===== src/rtl/pipe_stage_elastic_pkg.sv =====
// Shared occupancy-state encoding for the elastic pipeline stage.
package pipe_pkg;

    typedef enum logic [1:0] {
        ST_EMPTY = 2'd0,
        ST_ONE   = 2'd1,
        ST_TWO   = 2'd2
    } pipe_state_t;

endpackage


===== src/rtl/pipe_stage_elastic_sat_counter.sv =====
// Saturating up-counter with a variable increment, cleared only by the async reset.
module pipe_sat_counter #(
    parameter int W     = 16,
    parameter int INC_W = 2
) (
    input  logic             clk,
    input  logic             reset,
    input  logic [INC_W-1:0] inc,
    output logic [W-1:0]     count
);

    function automatic logic [W-1:0] sat_add(input logic [W-1:0] a, input logic [INC_W-1:0] b);
        logic [W:0] sum;
        sum = {1'b0, a} + (W+1)'(b);
        return sum[W] ? {W{1'b1}} : sum[W-1:0];
    endfunction

    always_ff @(posedge clk or negedge reset) begin
        if (!reset) count <= '0;
        else        count <= sat_add(count, inc);
    end

endmodule


===== src/rtl/pipe_stage_elastic.sv =====
// Elastic valid/ready pipeline register with flush and optional 2-entry skid buffer.
// Optional statistics counters (stall_cnt, drop_cnt) are built when PIPE_STAGE_STATS_EN is defined.
module pipe_stage_elastic
    import pipe_pkg::*;
#(
    parameter int               WIDTH       = 32,
    parameter logic [WIDTH-1:0] FLUSH_VALUE = {WIDTH{1'b0}},
    parameter int               SKID        = 1
`ifdef PIPE_STAGE_STATS_EN
    , parameter int             CNT_W       = 16
`endif
) (
    input  logic             clk,
    input  logic             reset,
    input  logic             in_valid,
    output logic             in_ready,
    input  logic [WIDTH-1:0] in_data,
    input  logic             flush,
    output logic             out_valid,
    input  logic             out_ready,
    output logic [WIDTH-1:0] out_data,
    output logic [1:0]       occupancy
`ifdef PIPE_STAGE_STATS_EN
    , output logic [CNT_W-1:0] stall_cnt
    , output logic [CNT_W-1:0] drop_cnt
`endif
);

    pipe_state_t      state_p0;
    logic [WIDTH-1:0] main_p0;
    logic [WIDTH-1:0] skid_p0;
    logic             rdy_p0;
    logic             acc;
    logic             drn;

    assign out_valid = (state_p0 != ST_EMPTY);
    assign occupancy = state_p0;
    assign out_data  = main_p0;
    assign acc       = in_valid & in_ready;
    assign drn       = out_valid & out_ready;

    // With the skid buffer the ready is a flop; without it, ready looks through to out_ready.
    assign in_ready = (SKID != 0) ? rdy_p0 : (reset & (~out_valid | out_ready));

    // Stage p0: entry storage and occupancy state
    always_ff @(posedge clk or negedge reset) begin
        if (!reset) begin
            state_p0 <= ST_EMPTY;
            main_p0  <= FLUSH_VALUE;
            skid_p0  <= FLUSH_VALUE;
            rdy_p0   <= 1'b0;
        end else if (flush) begin
            state_p0 <= ST_EMPTY;
            main_p0  <= FLUSH_VALUE;
            skid_p0  <= FLUSH_VALUE;
            rdy_p0   <= 1'b1;
        end else begin
            rdy_p0 <= 1'b1;
            case (state_p0)
                ST_EMPTY: begin
                    if (acc) begin
                        state_p0 <= ST_ONE;
                        main_p0  <= in_data;
                    end
                end
                ST_ONE: begin
                    if (acc && drn) begin
                        main_p0 <= in_data;
                    end else if (acc && (SKID != 0)) begin
                        state_p0 <= ST_TWO;
                        skid_p0  <= in_data;
                        rdy_p0   <= 1'b0;
                    end else if (drn) begin
                        state_p0 <= ST_EMPTY;
                    end
                end
                ST_TWO: begin
                    if (drn) begin
                        state_p0 <= ST_ONE;
                        main_p0  <= skid_p0;
                    end else begin
                        rdy_p0 <= 1'b0;
                    end
                end
                default: state_p0 <= ST_EMPTY;
            endcase
        end
    end

`ifdef PIPE_STAGE_STATS_EN
    logic [1:0] stall_inc;
    logic [1:0] drop_inc;

    assign stall_inc = {1'b0, out_valid & ~out_ready};
    assign drop_inc  = flush ? (occupancy + {1'b0, acc}) : 2'd0;

    pipe_sat_counter #(.W(CNT_W), .INC_W(2)) u_stall_cnt (
        .clk   (clk),
        .reset (reset),
        .inc   (stall_inc),
        .count (stall_cnt)
    );

    pipe_sat_counter #(.W(CNT_W), .INC_W(2)) u_drop_cnt (
        .clk   (clk),
        .reset (reset),
        .inc   (drop_inc),
        .count (drop_cnt)
    );
`endif

endmodule


===== config.mk =====
export PLATFORM = sky130hd
export DESIGN_NAME = pipe_stage_elastic
export DESIGN_NICKNAME = d
export VERILOG_FILES = /design/src/rtl/pipe_stage_elastic_pkg.sv /design/src/rtl/pipe_stage_elastic_sat_counter.sv /design/src/rtl/pipe_stage_elastic.sv
export SDC_FILE = /design/constraint.sdc
export NUM_CORES = 1
export LEC_CHECK = 0
export ABC_AREA = 1
export BUFFER_PORTS_ARGS = -buffer_cell sky130_fd_sc_hd__buf_2
export CAP_MARGIN = 30
export CORE_ASPECT_RATIO = 0.75
export CORE_MARGIN = 2
export CORE_UTILIZATION = 50
export DETAILED_ROUTE_END_ITERATION = 12
export PLACE_DENSITY = 0.75
export SYNTH_ARGS = -nofsm -noshare
export SYNTH_HDL_FRONTEND = slang
export SYNTH_SLANG_ARGS = --single-unit

===== constraint.sdc =====
create_clock -name clk -period 3.5 [get_ports clk]
set_clock_uncertainty 0.2 [all_clocks]
set_input_delay 0.7 -clock clk [delete_from_list [all_inputs] [get_ports clk]]
set_output_delay 0.7 -clock clk [all_outputs]
set_load 0.03 [all_outputs]

==> flow_summary.toml <==
[clock_network]
root_buffer = "clkbuf_8"
clkTransAtPathRegs_ps = 70
cts_setup_buffers = 0
cts_buffers = 9
clk_latency_ps = 350
cts_max_level = 3
cts.repair.resized = 0
cts_tree = "done"
clock-sinks = 67
cts_hold_buf = 0
clock_path_buffers = 2

[detailed_routing]
drt-total-wl_microns = 8090
remaining_drc_errors = 0
first_pass_iters = 5
drt-vias-per-instance = 5.44
num_vias = 3026
post_drt_wl_per_cell_microns = 14.6
ant_nets = 0
drt-initial-drc-count = 217

[yosys]
synthCells = 411
ys_warn_count = 0
syn_avg_cell_area_sq_um = 7.99
syn_nets = 453
yosysUniqueCellTypes = 20
seq_area_frac_synth_pct = 51.1
ys_ff_latch = 67
mappedNetlistArea_sq_um = 3280

[layout]
nets = 512
layout_commonest_cell = "nand2_1"
layout_common_cells = "nand2_1 (104), nand3_1 (85), buf_2 (72)"
drive_gt1_share_pct = 21.9
instances_no_fill = 556
n_fill_cell = 611
area_delta_synth_final_pct = 16.7
diodes = 0

[die]
core.rowCount = 25
die_h_microns = 74.2
initial_core_util_pct = 51.9
dieArea_sq_um = 7230
die_x_microns = 97.6
io_pins = 73
coreArea_sq_um = 6320

[setup_path]
cp_common_cell = "nand2_1"
critPathRequiredTime_ps = 3530
startpoint_type = "flop"
cp_num_buf_inv = 2
cp_slowest_cell = "nand2_2"
path_delay_family = "simple AND/OR/NAND/NOR gates"
critical_path_arrival_ps = 2800
cp_cell_sequence = "inv_1 -> ha_1 -> nand2_4 -> o21ai_2 -> inv_2 -> nand2_2 -> nand2_1 -> nand2_1"
slowest_delay_ps = 530
crit_type = "reg -> reg"
crit_fanout = 36
cp-end-kind = "flop"

[sta]
maxSlewViolCount = 0
max_slew.worst_pin.slew_ps = 899
timing.fmax_mhz = 361
fin_setup_tns_ps = 0
post-route-period-util_pct = 79.1
layout_min_cycle_time_ps = 2770
setup_viol = 0
slew_headroom_pct = 40.0
finalHoldViolations = 0
rsz0062_at_grt = "false"

[global_route]
grt_pass1_vias = 2856
grt_use_total_pct = 23.7
use_met1_pct = 32.0
grtUsageMet2_pct = 37.6
grt_max_degree = 58
antenna_found_initial = 0
busiest_layer = "met2"
globalRouteMet3Util_pct = 7.14
grt_pass1_wl_microns = 13600
overflow = 0

[power]
power_uw = 3120
clockPowerShare_pct = 21.8
irDropWorstVdd_uv = 416
p_leak_uw = 0.00215
sequentialPowerShare_pct = 37.0
power_density_nw_per_um2 = 814
combPwrFrac_pct = 41.2
p_int_uw = 1730
sw_frac_of_total_pct = 44.4
switchingPower_uw = 1390

[placed_design]
dp_cells = 540
dpl.hpwl_microns = 5110
gp_congestion = 0.774
io_buffers = 72

[hold_path]
worstHoldPathType = "reg -> reg"

[outcome]
outcome = "finished, final reports clean"

[job]
maxCapViolCount = 0
==> cell usage after synthesis <==
cell type | count | share of area, %
a21oi_1 | 20 | 3.1
buf_2 | 17 | 2.6
buf_4 | 7 | 1.6
buf_6 | 2 | 0.69
clkbuf_1 | 4 | 0.46
dfrtp_1 | 67 | 51
ha_1 | 5 | 1.9
inv_1 | 8 | 0.92
inv_2 | 3 | 0.34
nand2_1 | 104 | 12
nand2_2 | 1 | 0.19
nand2_4 | 2 | 0.69
nand3_1 | 86 | 13
nand3_2 | 1 | 0.31
nor2_1 | 47 | 5.4
nor2_2 | 1 | 0.19
nor3_1 | 1 | 0.15
o21ai_0 | 32 | 4.9
o21ai_1 | 2 | 0.31
o21ai_2 | 1 | 0.27
==> stage by stage <==
step / worst slack, ps / utilization (%) / area [sq um] / hold WS [ps]
after floorplan: 1510 / - / 3280 / 204
after global placement: 627 / 57.3 / 3620 / 250
after detailed placement: 543 / 57.3 / 3620 / 254
after CTS: 748 / 60.6 / 3830 / 271
after global routing: 512 / 60.6 / 3830 / 296
final: 732 / 60.6 / 3830 / 269
==> power by group through the flow <==
stage | registers [uW] | clock network (uW) | logic, uW
after floorplan | 1510 | 0 | 584
after global placement | 1160 | 0 | 1260
after detailed placement | 1160 | 0 | 1290
after CTS | 1150 | 692 | 1290
after global routing | 1180 | 725 | 1410
final | 1150 | 682 | 1280
==> worst reg2reg max path: stages (launching register included) <==
cell,delay [ps]
dfrtp_1,460
inv_1,120
ha_1,300
nand2_4,220
o21ai_2,100
inv_2,480
nand2_2,530
nand2_1,180
nand2_1,60
==> layer usage <==
metal  wire length (microns)  part of all wire (%)  up-vias
met5                       0                     0        -
met2                    3790                    47      105
met4                      88                   1.1        0
li1                        -                     -     1463
met1                    3630                    45     1449
met3                     587                   7.3        9
==> registers in the layout (all words and copies together), names as in the netlist <==
name / cells
out_data: 32
skid_p0: 32
occupancy: 2
in_ready: 1
==> final timing paths <==
check	start	endpoint	slack, ps	cells past startpoint
max in group asynchronous	reset	out_data[1]	2020	2
min in group asynchronous	reset	in_ready	280	1
setup reg to reg	occupancy[0]	out_data[24]	730	8
hold reg to reg	out_data[2]	out_data[2]	270	2
hold / removal	out_data[2]	out_data[2]	270	2
setup / recovery	occupancy[0]	out_data[24]	730	8
==> area by class of cell <==
class / instances / area, sq um / share of cell area [%]
tap: 81 / 101 / 2.65
multi-input combinational: 303 / 1390 / 36.4
clock inverter: 4 / 47.5 / 1.24
clock buffer: 12 / 165 / 4.31
inverter: 11 / 41.3 / 1.08
timing repair buffer: 78 / 405 / 10.6
sequential: 67 / 1680 / 43.8
==> cell families after synthesis <==
kind of cell             share of synthesized area, %
buffers and inverters                            6.60
adder cells (fa/ha/maj)                          1.91
AO/OA/AOI/OAI                                    8.50
flip-flops                                       51.1
AND/OR/NAND/NOR                                  31.9
Note: power is estimated with default switching activity, not from simulation.
